File: config.mk
export PLATFORM = sky130hd
export DESIGN_NAME = alu_issue_flat
export DESIGN_NICKNAME = d
export VERILOG_FILES = /design/src/rtl/alu_issue_if.sv /design/src/rtl/alu_issue.sv /design/src/flat_wrapper.sv
export SDC_FILE = /design/constraint.sdc
export NUM_CORES = 1
export LEC_CHECK = 0
export ABC_AREA = 1
export CAP_MARGIN = 10
export CORE_UTILIZATION = 31
export DETAILED_ROUTE_END_ITERATION = 16
export PLACE_DENSITY_LB_ADDON = 0.08
export SLEW_MARGIN = 30
export SYNTH_ARGS = -nofsm -noshare
export SYNTH_HDL_FRONTEND = slang
export SYNTH_SLANG_ARGS = --single-unit
File: constraint.sdc
create_clock -name clock -period 2.65 [get_ports clock]
set_input_delay 0.53 -clock clock [delete_from_list [all_inputs] [get_ports clock]]
set_output_delay 0.53 -clock clock [all_outputs]
set_load 0.02 [all_outputs]
File: src/rtl/alu_issue_if.sv
// ALU operand-issue bundle: decoded-stage packet in, EXU operand packet out.
// The issue stage drives the master modport; the upstream/EXU side uses slave.
interface alu_issue_if #(parameter int unsigned XLEN = 32);
    logic            in_valid;
    logic            in_ready;
    logic [31:0]     in_inst;
    logic [XLEN-1:0] in_pc;
    logic [XLEN-1:0] in_rs1;
    logic [XLEN-1:0] in_rs2;
    logic            out_valid;
    logic            out_ready;
    logic [XLEN-1:0] alu_src1;
    logic [XLEN-1:0] alu_src2;
    logic [2:0]      alu_opt;
    logic            alu_shamt;
    logic [4:0]      out_rd;
    logic            out_rd_wen;
    logic [XLEN-1:0] out_pc;
    logic            out_illegal;

    modport master (
        input  in_valid, in_inst, in_pc, in_rs1, in_rs2, out_ready,
        output in_ready, out_valid, alu_src1, alu_src2, alu_opt, alu_shamt,
               out_rd, out_rd_wen, out_pc, out_illegal
    );

    modport slave (
        output in_valid, in_inst, in_pc, in_rs1, in_rs2, out_ready,
        input  in_ready, out_valid, alu_src1, alu_src2, alu_opt, alu_shamt,
               out_rd, out_rd_wen, out_pc, out_illegal
    );
endinterface

File: src/rtl/alu_issue.sv
// RV32I operand-issue stage: decodes ALU operands and holds them in a valid/ready register.
// Define ALU_ISSUE_SKID_EN for a two-entry skid buffer with a registered in_ready.
module alu_issue (
    input  logic        clock,
    input  logic        rst_n,
    input  logic        flush,
    alu_issue_if.master bus
);
    localparam int unsigned XLEN = 32;
    localparam int unsigned RW   = 5;

    localparam logic [6:0] OPC_OP    = 7'b0110011;
    localparam logic [6:0] OPC_OPIMM = 7'b0010011;
    localparam logic [6:0] OPC_LUI   = 7'b0110111;
    localparam logic [6:0] OPC_AUIPC = 7'b0010111;
    localparam logic [6:0] OPC_JAL   = 7'b1101111;
    localparam logic [6:0] OPC_JALR  = 7'b1100111;

    typedef struct packed {
        logic [XLEN-1:0] src1;
        logic [XLEN-1:0] src2;
        logic [2:0]      opt;
        logic            shamt;
        logic [RW-1:0]   rd;
        logic            rd_wen;
        logic [XLEN-1:0] pc;
        logic            illegal;
    } issue_pkt_t;

    typedef enum logic [1:0] {S_EMPTY, S_MAIN, S_FULL} occ_e;

    occ_e       state_q, state_d;
    issue_pkt_t main_q, main_d;
    issue_pkt_t dec;
    logic [6:0] opcode;
    logic [2:0] f3;
    logic       accept;
    logic       drain;

    assign opcode = bus.in_inst[6:0];
    assign f3     = bus.in_inst[14:12];

    // Operand decode, purely combinational on the offered packet
    always_comb begin
        dec         = '0;
        dec.rd      = bus.in_inst[11:7];
        dec.pc      = bus.in_pc;
        case (opcode)
            OPC_OP: begin
                dec.src1  = bus.in_rs1;
                dec.src2  = bus.in_rs2;
                dec.opt   = f3;
                dec.shamt = ((f3 == 3'b000) || (f3 == 3'b101)) && bus.in_inst[30];
            end
            OPC_OPIMM: begin
                dec.src1 = bus.in_rs1;
                dec.opt  = f3;
                if ((f3 == 3'b001) || (f3 == 3'b101)) begin
                    dec.src2  = XLEN'(bus.in_inst[24:20]);
                    dec.shamt = (f3 == 3'b101) && bus.in_inst[30];
                end else begin
                    dec.src2 = {{20{bus.in_inst[31]}}, bus.in_inst[31:20]};
                end
            end
            OPC_LUI: begin
                dec.src2 = {bus.in_inst[31:12], 12'b0};
            end
            OPC_AUIPC: begin
                dec.src1 = bus.in_pc;
                dec.src2 = {bus.in_inst[31:12], 12'b0};
            end
            OPC_JAL, OPC_JALR: begin
                dec.src1 = bus.in_pc;
                dec.src2 = XLEN'(4);
            end
            default: dec.illegal = 1'b1;
        endcase
        dec.rd_wen = !dec.illegal && (dec.rd != '0);
    end

    assign drain  = (state_q != S_EMPTY) && bus.out_ready;
    assign accept = bus.in_valid && bus.in_ready && !flush;

`ifdef ALU_ISSUE_SKID_EN
    issue_pkt_t skid_q, skid_d;
    logic       ready_q;

    assign bus.in_ready = ready_q;
`else
    assign bus.in_ready = (state_q == S_EMPTY) || bus.out_ready;
`endif

    // Occupancy next-state and entry movement; flush overrides everything
    always_comb begin
        state_d = state_q;
        main_d  = main_q;
`ifdef ALU_ISSUE_SKID_EN
        skid_d  = skid_q;
`endif
        if (flush) begin
            state_d = S_EMPTY;
        end else begin
            case (state_q)
                S_EMPTY: begin
                    if (accept) begin
                        main_d  = dec;
                        state_d = S_MAIN;
                    end
                end
                S_MAIN: begin
                    if (drain) begin
                        if (accept) main_d = dec;
                        else        state_d = S_EMPTY;
                    end
`ifdef ALU_ISSUE_SKID_EN
                    else if (accept) begin
                        skid_d  = dec;
                        state_d = S_FULL;
                    end
`endif
                end
`ifdef ALU_ISSUE_SKID_EN
                S_FULL: begin
                    if (drain) begin
                        main_d  = skid_q;
                        state_d = S_MAIN;
                    end
                end
`endif
                default: state_d = S_EMPTY;
            endcase
        end
    end

    always_ff @(posedge clock) begin
        if (!rst_n) begin
            state_q <= S_EMPTY;
            main_q  <= '0;
`ifdef ALU_ISSUE_SKID_EN
            skid_q  <= '0;
            ready_q <= 1'b1;
`endif
        end else begin
            state_q <= state_d;
            main_q  <= main_d;
`ifdef ALU_ISSUE_SKID_EN
            skid_q  <= skid_d;
            ready_q <= (state_d != S_FULL);
`endif
        end
    end

    assign bus.out_valid   = (state_q != S_EMPTY);
    assign bus.alu_src1    = main_q.src1;
    assign bus.alu_src2    = main_q.src2;
    assign bus.alu_opt     = main_q.opt;
    assign bus.alu_shamt   = main_q.shamt;
    assign bus.out_rd      = main_q.rd;
    assign bus.out_rd_wen  = main_q.rd_wen;
    assign bus.out_pc      = main_q.pc;
    assign bus.out_illegal = main_q.illegal;
endmodule

File: src/flat_wrapper.sv
// flat-port wrapper written by rule: the top's interface ports become plain ports
module alu_issue_flat 
  (clock, rst_n, flush, bus_in_valid, bus_in_inst, bus_in_pc, bus_in_rs1, bus_in_rs2, bus_out_ready, bus_in_ready, bus_out_valid, bus_alu_src1, bus_alu_src2, bus_alu_opt, bus_alu_shamt, bus_out_rd, bus_out_rd_wen, bus_out_pc, bus_out_illegal);
  alu_issue_if bus_i ();
  input  logic clock;
  input  logic rst_n;
  input  logic flush;
  input wire logic [$bits(bus_i.in_valid)-1:0] bus_in_valid;
  input wire logic [$bits(bus_i.in_inst)-1:0] bus_in_inst;
  input wire logic [$bits(bus_i.in_pc)-1:0] bus_in_pc;
  input wire logic [$bits(bus_i.in_rs1)-1:0] bus_in_rs1;
  input wire logic [$bits(bus_i.in_rs2)-1:0] bus_in_rs2;
  input wire logic [$bits(bus_i.out_ready)-1:0] bus_out_ready;
  output wire logic [$bits(bus_i.in_ready)-1:0] bus_in_ready;
  output wire logic [$bits(bus_i.out_valid)-1:0] bus_out_valid;
  output wire logic [$bits(bus_i.alu_src1)-1:0] bus_alu_src1;
  output wire logic [$bits(bus_i.alu_src2)-1:0] bus_alu_src2;
  output wire logic [$bits(bus_i.alu_opt)-1:0] bus_alu_opt;
  output wire logic [$bits(bus_i.alu_shamt)-1:0] bus_alu_shamt;
  output wire logic [$bits(bus_i.out_rd)-1:0] bus_out_rd;
  output wire logic [$bits(bus_i.out_rd_wen)-1:0] bus_out_rd_wen;
  output wire logic [$bits(bus_i.out_pc)-1:0] bus_out_pc;
  output wire logic [$bits(bus_i.out_illegal)-1:0] bus_out_illegal;
  assign bus_i.in_valid = bus_in_valid;
  assign bus_i.in_inst = bus_in_inst;
  assign bus_i.in_pc = bus_in_pc;
  assign bus_i.in_rs1 = bus_in_rs1;
  assign bus_i.in_rs2 = bus_in_rs2;
  assign bus_i.out_ready = bus_out_ready;
  assign bus_in_ready = bus_i.in_ready;
  assign bus_out_valid = bus_i.out_valid;
  assign bus_alu_src1 = bus_i.alu_src1;
  assign bus_alu_src2 = bus_i.alu_src2;
  assign bus_alu_opt = bus_i.alu_opt;
  assign bus_alu_shamt = bus_i.alu_shamt;
  assign bus_out_rd = bus_i.out_rd;
  assign bus_out_rd_wen = bus_i.out_rd_wen;
  assign bus_out_pc = bus_i.out_pc;
  assign bus_out_illegal = bus_i.out_illegal;
  alu_issue u_core (.clock(clock), .rst_n(rst_n), .flush(flush), .bus(bus_i));
endmodule
=== Word-level counts from Yosys, hierarchy flattened ===
Index checks and enable logic that the tools add are counted.

* Bits in writable memories: 0
* ROM bits: 0
* Register bits: 109
* Word-level logic and storage cells: 59
* Output and inout port bits: 109
* Memories kept: 0
* Latch bits: 0

* Multiply operators: 0
* Reduce and logical (&&, ||, !) cells: 23
* Magnitude comparators: 0
* Multiplexer cells: 13
* Divide/modulo/power cells: 0
* Shift operators: 0
* Bitwise logic cells: 2
* Add/subtract/negate cells: 0
* Equal/unequal tests: 12

{| class="wikitable"
|+ Operators by type and width
! kind !! count
|-
| two-way mux 107 bit || 2
|-
| case mux 107 bit (2 select lines) || 1
|-
| case mux 32 bit (4 select lines) || 1
|-
| case mux 32 bit (2 select lines) || 1
|-
| two-way mux 32 bit || 1
|-
| == test 7 x 5 -> 1 bit, second input constant || 2
|-
| == test 7 x 6 -> 1 bit, second input constant || 2
|-
| == test 7 bit, second input constant || 2
|-
| case mux 4 bit (2 select lines) || 1
|-
| OR reduction 2 bit || 4
|-
| logical AND 1 bit || 6
|-
| two-way mux 2 bit || 3
|-
| AND reduction 3 bit || 2
|-
| OR reduction 6 bit || 1
|-
| nonzero test 5 bit || 1
|-
| inequality test 2 x 1 -> 1 bit, second input constant || 2
|-
| case mux 2 bit (2 select lines) || 1
|-
| nonzero test 2 bit || 2
|-
| == test 3 x 1 -> 1 bit, second input constant || 1
|-
| == test 3 bit, second input constant || 1
|-
| logical NOT 3 bit || 1
|-
| logical OR 1 bit || 3
|-
| OR reduction 3 bit || 1
|-
| == test 2 x 1 -> 1 bit, second input constant || 1
|-
| other kinds (5) || 7
|}

=== Logic depth before layout (Yosys ltp) ===
Gate-level depths: netlist (run 1).

* Depth in word-level cells: 7
* Mapped depth: 10

=== Least setup slack after synthesis (run 1) ===
Ideal clock, no wire load.

* Path kind: input-to-reg
* From: input rst_n
* To: register u_core.main_q, in the netlist u_core.bus.alu_src2[20]
* Path buffers: 2
* Required time: 2.504 ns
* Arrival time: 1.287 ns
* Setup slack: 1.217 ns
* Stages on the path: 4
* Path through: clkbuf_1 > inv_2 > clkbuf_1 > a21oi_1

{| class="wikitable"
|+ RTL lines
! item !! line !! RTL
|-
| from (decl) || flat_wrapper.sv:6 || <nowiki>input logic rst_n;</nowiki>
|-
| to (signal assigned) || alu_issue.sv:145 || <nowiki>main_q <= main_d;</nowiki>
|-
| to (decl) || alu_issue.sv:33 || <nowiki>issue_pkt_t main_q, main_d;</nowiki>
|}

No word-level cell between the ends.

=== Worst setup path after layout (run 1) ===
* From: input bus_out_ready
* To: output bus_in_ready

* Cells in the longest elaborated chain, start to end: 1

{| class="wikitable"
|+ Ends and longest elaborated chain
! item !! line !! RTL
|-
| from (decl) || flat_wrapper.sv:13 || <nowiki>input wire logic [$bits(bus_i.out_ready)-1:0] bus_out_ready;</nowiki>
|-
| logical OR 1 bit || alu_issue.sv:90 || <nowiki>assign bus.in_ready = (state_q == S_EMPTY) || bus.out_ready;</nowiki>
|-
| to (decl) || flat_wrapper.sv:14 || <nowiki>output wire logic [$bits(bus_i.in_ready)-1:0] bus_in_ready;</nowiki>
|}

No other way between the ends.

==> metrics.md, run 1 <==
| Metric | Value |
|---|---|
| Post-Place Setup Slack | `0.3592 ns` |
| Dominant cells by area after synthesis | `dfxtp_1, nand2_1, nand3_1` |
| Share of the yosys chip area belonging to registers | `43.29%` |
| Area grow syn2layout | `58.14%` |
| Worst Clk Skew | `0.004224 ns` |
| Layout cells sized above 1 | `6.681%` |
| YS warnings | `0` |
| Crit path max fanout | `3` |
| Nets | `1072` |
| Post-synth EDFFs | `0` |
| First-pass GRT wire length | `25990 µm` |
| FF-to-FF Start | `u_core.state_q[0]` |
| FFs w/ async S/R, synth | `0%` |
| Commonest non-fill, non-tap cell in the layout | `clkdlybuf4s50_1` |
| Setup WS post-layout | `0.3867 ns` |
| Tightest Pin Transition | `0.4682 ns` |
| Detailed Place HPWL | `11690 µm` |
| Commonest non-fill, non-tap cells in the layout | `clkdlybuf4s50_1, nand2_1, nand3_1` |
| Longest Clk Path Bufs | `2` |
| Synthesized area per cell | `6.937 µm²` |
| Final Max Tran Viols | `0` |
| Cell count of the worst reg-to-reg path | `10` |
| Reg2Reg Setup Slack | `1.18 ns` |
| Cell Area, Placed | `7606 µm²` |
| CP required | `2.12 ns` |
| VDD IR max | `0.3257 mV` |
| Final hold violations | `0` |
| Yosys top cell area share | `43.29%` |
| All-Layer GR Usage | `20.06%` |
| Power Density | `459.6 nW/µm²` |
| GPL Wtd Cong | `0.8096` |
| Core area | `15830 µm²` |
| CTS buffer count | `9` |
| Fin util | `49.91%` |
| Yosys cell types | `27` |
| Die area | `16620 µm²` |
| CTS root buf | `clkbuf_16` |
| Post-CTS setup repair buffer count | `0` |
| Setup crit end kind | `output pin` |
| Hold_buf cts | `0` |
| Most common cell on crit path | `clkdlybuf4s50_1` |
| Antenna diode instance count | `0` |
| Hold EP | `u_core.bus.out_pc[23]` |
| Worst hold path startpoint | `u_core.bus.out_pc[23]` |
| Die Y | `128.9 µm` |
| Fin crit share | `85.41%` |
| RSZ-0062 raised after global routing | `false` |
| Tmin final | `2.263 ns` |
| Die X | `128.9 µm` |
| Gr ovfl total | `0` |
| Largest net degree at the start of global routing | `52` |
| Min Hold Slack | `0.4601 ns` |
| Crit Path Class | `in -> out` |
| Leakage | `3.139 nW` |
| Crit start category | `input port` |
| Sink Count | `108` |
| Clock latency at the later pin of the worst-skew pair | `0.34 ns` |
| Antenna violations before repair | `0` |
| Crit path max-delay cell type | `clkdlybuf4s50_1` |
| Max-cap violation count | `0` |
| Fin Setup TNS | `0 ns` |
| Gate Count Post-Synth | `720` |
| Fmax achieved | `441.8 MHz` |
| Most used DFF post-synth | `dfxtp_1` |
| Synthesized area | `4995 µm²` |
| Vias in the first global route | `5065` |
| Final setup violating endpoints | `0` |
| Number of port buffers | `241` |
| Post-DR vias/cell | `4.591` |
| IO Count | `242` |
| Area leader, netlist | `dfxtp_1` |
| Residual DRC | `0` |
| Synthesis-stage register bit count | `108` |
| Wirelength per Cell | `14.57 µm` |
| Syn Nets | `853` |
| Worst Hold Path Cells | `2` |
| Slew HR | `68.67%` |
| Routed WL | `16890 µm` |
| Post-route cell area | `7899 µm²` |
| Rows | `46` |
| DRT antenna net count | `0` |
| Status | `completed` |
| CP Cell Sequence | `clkdlybuf4s50_1, nor2_2, inv_1, clkdlybuf4s50_1` |
| Via count | `5321` |
| TritonCTS clock tree | `built` |
| 1st-pass router iterations | `4` |
| WP data arrival | `1.73 ns` |
| PostCTS Resize Cnt | `0` |
| Slowest stage delay, CP | `0.53 ns` |
| Hold Path Class | `reg -> reg` |
| Starting Density | `31.56%` |
| DRT iter0 DRCs | `300` |
| Clk slew on worst S/H paths | `0.07 ns` |
| Worst reg2reg endpoint | `u_core.bus.alu_src1[0]` |
| H-tree levels | `3` |
[state kept, by name, indices dropped and copies added (netlist names)]
signal / count
u_core.bus.alu_shamt: 1
u_core.state_q: 1
u_core.bus.out_rd_wen: 1
u_core.bus.alu_src1: 32
u_core.bus.alu_opt: 3
u_core.bus.out_pc: 32
u_core.bus.alu_src2: 32
u_core.bus.out_rd: 5
u_core.bus.out_illegal: 1
[routing by layer]
metal	global-route usage (%)	up-vias	wire [µm]	share of wire, %
met4	6.298	0	305	1.8
met1	25.01	2388	7581	45
met2	32.62	158	7638	45
met5	0	-	0	0
met3	6.694	18	1364	8.1
li1	-	2757	-	-
[report_power, final]
group | total [mW] | switching [mW] | internal [mW]
clock network | 1.38 | 0.622 | 0.760
registers | 1.68 | 0.0183 | 1.66
logic | 0.570 | 0.271 | 0.300
total | 3.63 | 0.911 | 2.72
[cells by family after synthesis]
kind of cell	share of synthesized area [%]
buffers and inverters	9.118
AOI/OAI and AO/OA	10.97
and+or+nand+nor	36.62
DFF	43.29
[worst max-delay path: cells and delay by family]
family                 cells  cell delay [ns]
buffers and inverters      3             1.00
AND/OR/NAND/NOR            1             0.20
[metrics by stage]
step	instances	power [mW]
after floorplan	720	1.935
after global routing	1159	3.777
after global placement	1144	2.291
after CTS	1159	3.676
final	1159	3.630
after detailed placement	1144	2.289
[Yosys cell counts, types with 2 or more instances]
| cell type | number |
|---|---|
| o21ai_0 | 10 |
| nor2_1 | 51 |
| dfxtp_1 | 108 |
| o21ai_1 | 6 |
| buf_4 | 9 |
| nor2_4 | 4 |
| nand2_2 | 5 |
| nand3_1 | 119 |
| a21oi_1 | 63 |
| buf_6 | 7 |
| inv_1 | 32 |
| a22oi_1 | 3 |
| clkbuf_1 | 17 |
| nand4_1 | 2 |
| a21oi_2 | 14 |
| inv_2 | 3 |
| buf_2 | 18 |
| nand2_1 | 240 |
[worst max-delay path by stage]
stage,cells past startpoint,slack [ns],end,start
floorplan,4,1.22,u_core.bus.alu_src2[20],rst_n
global placement,4,0.39,bus_in_ready,bus_out_ready
detailed placement,8,0.36,u_core.bus.alu_src2[16],bus_in_inst[4]
CTS,4,0.38,bus_in_ready,bus_out_ready
global route,4,0.34,bus_in_ready,bus_out_ready
finish,4,0.39,bus_in_ready,bus_out_ready
[final cells by class]
cell class	count	area, µm²
fill	1613	7929
clock buffer	12	246.5
clock inverter	3	46.29
multi-input combinational	523	2377
inverter	37	141.4
sequential	108	2162
tap	216	270.3
timing repair buffer	260	2655
No activity file was read; power rests on OpenSTA's default activity.
==> inputs of run 2 (changes only) <==
Settings changed: PLACE_DENSITY_LB_ADDON 0.08 to not set, SETUP_SLACK_MARGIN set to 0.3.
==> run 2 against run 1 <==
  * Combinational power shrank 2%
  * Sequential power is essentially flat
  * Die area is the same
  * Power grew 3.3%
  * Sequential cell count is the same
  * Setup slack gained 0.0044 ns
  * Non-clock buffer count shrank 5
  * Cell area shrank 0.41%
  * Clock skew grew 0.0070 ns
  * Highest routed layer unchanged
==> metrics.md, run 2 (synthesis results as in run 1) <==
| Metric | Value |
|---|---|
| CTS buffer count | `9 (unchanged)` |
| Core area | `15830 µm² (unchanged)` |
| Nets | `1067 (-0.47%)` |
| Post-CTS setup repair buffer count | `0 (unchanged)` |
| Finished Layout Cells | `1155 (-0.35%)` |
| TritonCTS clock tree | `built` |
| PostCTS Resize Cnt | `0 (unchanged)` |
| Leakage | `3.128 nW (-0.37%)` |
| Die X | `128.9 µm (unchanged)` |
| Sink Count | `108 (unchanged)` |
| Rows | `46 (unchanged)` |
| Final hold violations | `0 (unchanged)` |
| All-Layer GR Usage | `20.63% (+0.57 points)` |
| Max-cap violation count | `0 (unchanged)` |
| First-pass GRT wire length | `26440 µm (+1.7%)` |
| Worst Clk Skew | `0.01123 ns (+0.007003 ns)` |
| Setup crit end kind | `output pin` |
| Tightest Pin Transition | `0.4526 ns (-0.01567 ns)` |
| CTS root buf | `clkbuf_16` |
| Number of port buffers | `241 (unchanged)` |
| DRT antenna net count | `0 (unchanged)` |
| Layout cells sized above 1 | `6.496% (-0.18 points)` |
| Reg2Reg Setup Slack | `1.10 ns (-0.08 ns)` |
| Commonest non-fill, non-tap cell in the layout | `clkdlybuf4s50_1` |
| Fin Setup TNS | `0 ns (unchanged)` |
| Gr ovfl total | `0 (unchanged)` |
| IO Count | `242 (unchanged)` |
| Die Y | `128.9 µm (unchanged)` |
| Tmin final | `2.259 ns (-0.004371 ns)` |
| Wirelength per Cell | `15.01 µm (+3.0%)` |
| Fmax achieved | `442.7 MHz (+0.19%)` |
| Placed instance count | `1139 (-0.44%)` |
| Post-DR vias/cell | `4.623 (+0.69%)` |
| Longest Clk Path Bufs | `2 (unchanged)` |
| Antenna violations before repair | `0 (unchanged)` |
| Crit Path Class | `in -> out` |
| Residual DRC | `0 (unchanged)` |
| CP Cell Sequence | `clkdlybuf4s50_1, nor2_2, inv_1, clkdlybuf4s50_1` |
| Fillers | `1597 (-0.99%)` |
| Slowest stage delay, CP | `0.53 ns (about the same)` |
| Via count | `5339 (+0.34%)` |
| DRT iter0 DRCs | `238 (-21%)` |
| Crit start category | `input port` |
| Multi-input logic area | `2377 µm² (unchanged)` |
| H-tree levels | `3 (unchanged)` |
| 1st-pass router iterations | `4 (unchanged)` |
| Area grow syn2layout | `57.49%` |
| Most common cell on crit path | `clkdlybuf4s50_1` |
| Largest net degree at the start of global routing | `102 (+96%)` |
| Routed WL | `17330 µm (+2.6%)` |
| Power Density | `476.8 nW/µm² (+3.7%)` |
| Min Hold Slack | `0.4627 ns (+0.002642 ns)` |
| Cell family with most CP delay | `buffers and inverters` |
| Die area | `16620 µm² (unchanged)` |
| VDD IR max | `0.3124 mV (-4.1%)` |
| GPL Wtd Cong | `0.7982 (-1.4%)` |
| Final Max Tran Viols | `0 (unchanged)` |
| Storage cell area | `2162 µm² (unchanged)` |
| Status | `completed` |
| Vias in the first global route | `4971 (-1.9%)` |
| Crit path max fanout | `3 (unchanged)` |
| Antenna diode instance count | `0 (unchanged)` |
| Fin crit share | `85.24% (-0.16 points)` |
| Final setup violating endpoints | `0 (unchanged)` |
| Hold_buf cts | `0 (unchanged)` |
| Starting Density | `31.56% (unchanged)` |
| RSZ-0062 raised after global routing | `false` |
| Detailed Place HPWL | `11830 µm (+1.1%)` |
| WP buf/inv | `3 (unchanged)` |
| Crit path max-delay cell type | `clkdlybuf4s50_1` |
| Hold Path Class | `reg -> reg` |
| WP data arrival | `1.73 ns (about the same)` |
| Clk slew on worst S/H paths | `0.07 ns (about the same)` |
| Commonest non-fill, non-tap cells in the layout | `clkdlybuf4s50_1, nand2_1, nand3_1` |
| Slew HR | `69.72% (+1.0 points)` |
| CP required | `2.12 ns (about the same)` |
| Clock latency at the later pin of the worst-skew pair | `0.35 ns (about the same)` |
run 2: report_power, final:
part	internal (mW)	total, mW	leakage (nW)	switching [mW]
Clock	0.885	1.52	0.166	0.632
Combinational	0.288	0.556	2.09	0.268
Sequential	1.66	1.68	0.876	0.0184
Total	2.83	3.75	3.13	0.918
run 2: worst reg2reg max path: stages (launching register included):
cell and delay (ns):
dfxtp_1 0.31, inv_1 0.07, nor2_2 0.05, nor2_4 0.15
buf_12 0.39, nand3_1 0.18, nor2_1 0.11, nand2_1 0.08
a21oi_1 0.13
run 2: final cells by class:
class                           count  share of cell area, %
Clock buffer                       11                  3.213
Sequential cell                   108                  27.49
Timing Repair Buffer              255                  32.80
Multi-Input combinational cell    523                  30.22
Clock inverter                      5                  1.050
Tap cell                          216                  3.436
Inverter                           37                  1.797
run 2: metal layers:
metal | part of all wire [%] | vias to the layer above | routed length, µm | track usage, %
met5 | 0 | - | 0 | 0
met4 | 2.4 | 0 | 416 | 8.374
met3 | 5.6 | 25 | 973 | 4.075
met2 | 47 | 155 | 8170 | 33.20
met1 | 45 | 2412 | 7773 | 27.01
li1 | - | 2747 | - | -
run 2: worst paths after layout:
kind	from	end	cells past startpoint
worst min-delay path	u_core.bus.out_pc[5]	u_core.bus.out_pc[5]	2
worst max register to register	u_core.state_q[0]	u_core.bus.alu_shamt	8
worst max-delay path	bus_out_ready	bus_in_ready	4
worst min register to register	u_core.bus.out_pc[5]	u_core.bus.out_pc[5]	2
run 2: through the flow:
step           worst slack [ns]  instance area (µm²)  total power, mW  utilization, %
4_1_cts                  0.3850                 7866            3.802           49.70
5_1_grt                  0.3396                 7866            3.912           49.70
3_5_place_dp             0.3478                 7531            2.274           47.58
2_1_floorplan             1.217                 4995            1.935               -
3_3_place_gp             0.3740                 7531            2.275           47.58
6_report                 0.3911                 7866            3.751           49.70
==> inputs of run 3 (changes only) <==
==> constraint.sdc (replaced) <==
create_clock -name clock -period 2.65 [get_ports clock]
set_input_delay 0.795 -clock clock [delete_from_list [all_inputs] [get_ports clock]]
set_output_delay 0.795 -clock clock [all_outputs]
set_load 0.02 [all_outputs]
==> run 3 against run 2 <==
  * Hold slack lost 0.0014 ns
  * Via count is 0.34% higher
  * Core utilization grew 0.36 points
  * Combinational power is 1% higher
  * Maximum frequency rose by 3.9%
  * Cell area rose by 0.72%
  * Cell count rose by 0.69%
  * First-iteration DRC count rose by 18%
  * Register-to-register slack got worse by 0.14 ns
  * Largest cell class unchanged
  * Largest power group unchanged
  * Highest routed layer unchanged
==> metrics.md, run 3 (synthesis results as in run 1) <==
| Metric | Value |
|---|---|
| Status | `completed` |
| All-Layer GR Usage | `20.58% (-0.044 points)` |
| Area grow syn2layout | `58.62%` |
| CTS root buf | `clkbuf_16` |
| Gr ovfl total | `0 (unchanged)` |
| Min Hold Slack | `0.4613 ns (-0.001434 ns)` |
| Nets | `1075 (+0.75%)` |
| Met3 Usage GRT | `5.073% (+1.0 points)` |
| CP Cell Sequence | `clkdlybuf4s50_1, clkinv_1, nand2_1, nor2_4, inv_4, buf_4, nand2_1, nand2_1, nor2_1, nor2_1` |
| Setup crit end kind | `flop` |
| Power, Total | `3.658 mW (-2.5%)` |
| CTS buffer count | `9 (unchanged)` |
| Antenna diode instance count | `0 (unchanged)` |
| Critical path launch point | `flush` |
| DRT iter0 DRCs | `282 (+18%)` |
| GRT Max-Usage Layer | `met2` |
| Clock latency at the later pin of the worst-skew pair | `0.36 ns (about the same)` |
| Fmax achieved | `460.2 MHz (+3.9%)` |
| Commonest non-fill, non-tap cells in the layout | `nand2_1, clkdlybuf4s50_1, nand3_1` |
| Post-DR vias/cell | `4.606 (-0.35%)` |
| Detailed Place HPWL | `12080 µm (+2.1%)` |
| Max-cap violation count | `0 (unchanged)` |
| Finished Layout Cells | `1163 (+0.69%)` |
| Fillers | `1599 (+0.13%)` |
| CP required | `2.95 ns (+0.83 ns)` |
| Tightest Pin Transition | `0.6443 ns (+0.1918 ns)` |
| Reg2Reg Setup Slack | `0.96 ns (-0.14 ns)` |
| Final Max Tran Viols | `0 (unchanged)` |
| VDD IR max | `0.3110 mV (-0.45%)` |
| Starting Density | `31.56% (unchanged)` |
| Die area | `16620 µm² (unchanged)` |
| Antenna violations before repair | `0 (unchanged)` |
| Clk slew on worst S/H paths | `0.08 ns (about the same)` |
| Slew HR | `57.04% (-13 points)` |
| Longest Clk Path Bufs | `2 (unchanged)` |
| Placed instance count | `1147 (+0.70%)` |
| Power Density | `461.8 nW/µm² (-3.2%)` |
| Leakage | `3.169 nW (+1.3%)` |
| Residual DRC | `0 (unchanged)` |
| Final hold violations | `0 (unchanged)` |
| Fin util | `50.06% (+0.36 points)` |
| Routed WL | `17190 µm (-0.83%)` |
| Final setup violating endpoints | `0 (unchanged)` |
| Slowest stage delay, CP | `0.49 ns (-0.04 ns)` |
| TritonCTS clock tree | `built` |
| Vias in the first global route | `5011 (+0.80%)` |
| Crit path max fanout | `57 (+54)` |
| Crit Path Class | `in -> reg` |
| Crit start category | `input port` |
| IO Count | `242 (unchanged)` |
| Commonest non-fill, non-tap cell in the layout | `nand2_1` |
| RSZ-0062 raised after global routing | `false` |
| Met1 usage | `26.44% (-0.57 points)` |
| WP data arrival | `2.47 ns (+0.74 ns)` |
| Largest net degree at the start of global routing | `64 (-37%)` |
| GPL Wtd Cong | `0.8287 (+3.8%)` |
| Wirelength per Cell | `14.78 µm (-1.5%)` |
| H-tree levels | `3 (unchanged)` |
| Tmin final | `2.173 ns (-0.08573 ns)` |
| Layout cells sized above 1 | `7.392% (+0.90 points)` |
| First-pass GRT wire length | `26480 µm (+0.16%)` |
| Most common cell on crit path | `nand2_1` |
| Hold_buf cts | `0 (unchanged)` |
| Die X | `128.9 µm (unchanged)` |
| Core area | `15830 µm² (unchanged)` |
| FF-to-FF Start | `u_core.state_q[0]` |
| Rows | `46 (unchanged)` |
| GR Util met2 | `34.02% (+0.83 points)` |
| Worst hold path startpoint | `u_core.bus.out_pc[20]` |
| Fin Setup TNS | `0 ns (unchanged)` |
| Via count | `5357 (+0.34%)` |
| Crit path max-delay cell type | `buf_4` |
| Sink Count | `108 (unchanged)` |
| Number of port buffers | `241 (unchanged)` |
| 1st-pass router iterations | `5 (+1)` |
| Worst Clk Skew | `0.01374 ns (+0.002517 ns)` |
| Die Y | `128.9 µm (unchanged)` |
| Fin crit share | `82.01% (-3.2 points)` |
| DRT antenna net count | `0 (unchanged)` |
| Hold Path Class | `reg -> reg` |
==> run 3: cell types whose count changed in the layout (fill, tap and decap cells not counted), sizes merged <==
cell           before  now
bufinv              2    1
dlymetal6s2s        0    1
clkbuf             11    9
clkdlybuf4s50     241  239
buf                14   23
clkinv              3    4
inv                37   39
==> run 3: where the power goes <==
group	total [mW]	internal [mW]	switching (mW)
Sequential	1.68	1.66	0.0179
Clock	1.42	0.750	0.668
Combinational	0.564	0.295	0.269
Total	3.66	2.70	0.955
==> run 3: stage by stage <==
| stage | setup WS [ns] | area [µm²] |
|---|---|---|
| after floorplan | 0.7594 | 4995 |
| after global placement | -0.08808 | 7616 |
| after detailed placement | -0.07588 | 7616 |
| after CTS | 0.3384 | 7918 |
| after global routing | 0.3218 | 7923 |
| final | 0.4768 | 7923 |
==> run 3: critical path, delay by kind of cell <==
kind,cells,cell delay [ns]
buffers and inverters,4,1.11
and+or+nand+nor,6,0.48
==> run 3: path summary, 6_finish.rpt <==
check	endpoint	cells past startpoint
worst min register to register	u_core.bus.out_pc[20]	2
worst max-delay path	u_core.bus.alu_src1[18]	10
worst max register to register	u_core.bus.alu_src1[18]	10
worst min-delay path	u_core.bus.out_pc[20]	2
==> run 3: per-layer routing <==
| layer | vias up | wire (µm) |
|---|---|---|
| met3 | 23 | 953 |
| met4 | 0 | 361 |
| li1 | 2760 | - |
| met5 | - | 0 |
| met1 | 2419 | 7796 |
| met2 | 155 | 8077 |
==> run 3: layout make-up <==
cell class / instances / area [µm²] / share of cell area (%)
Sequential cell: 108 / 2162 / 27.29
Timing Repair Buffer: 263 / 2665 / 33.64
Multi-Input combinational cell: 523 / 2377 / 30.01
Clock buffer: 9 / 225.2 / 2.843
Tap cell: 216 / 270.3 / 3.411
Inverter: 37 / 141.4 / 1.785
Clock inverter: 7 / 81.33 / 1.027
==> run 3: what timing repair did <==
item	CTS	global route
setup buffers	0	0
setup endpoints to repair	1	1
gates resized for setup	4	2
pin swaps	0	1
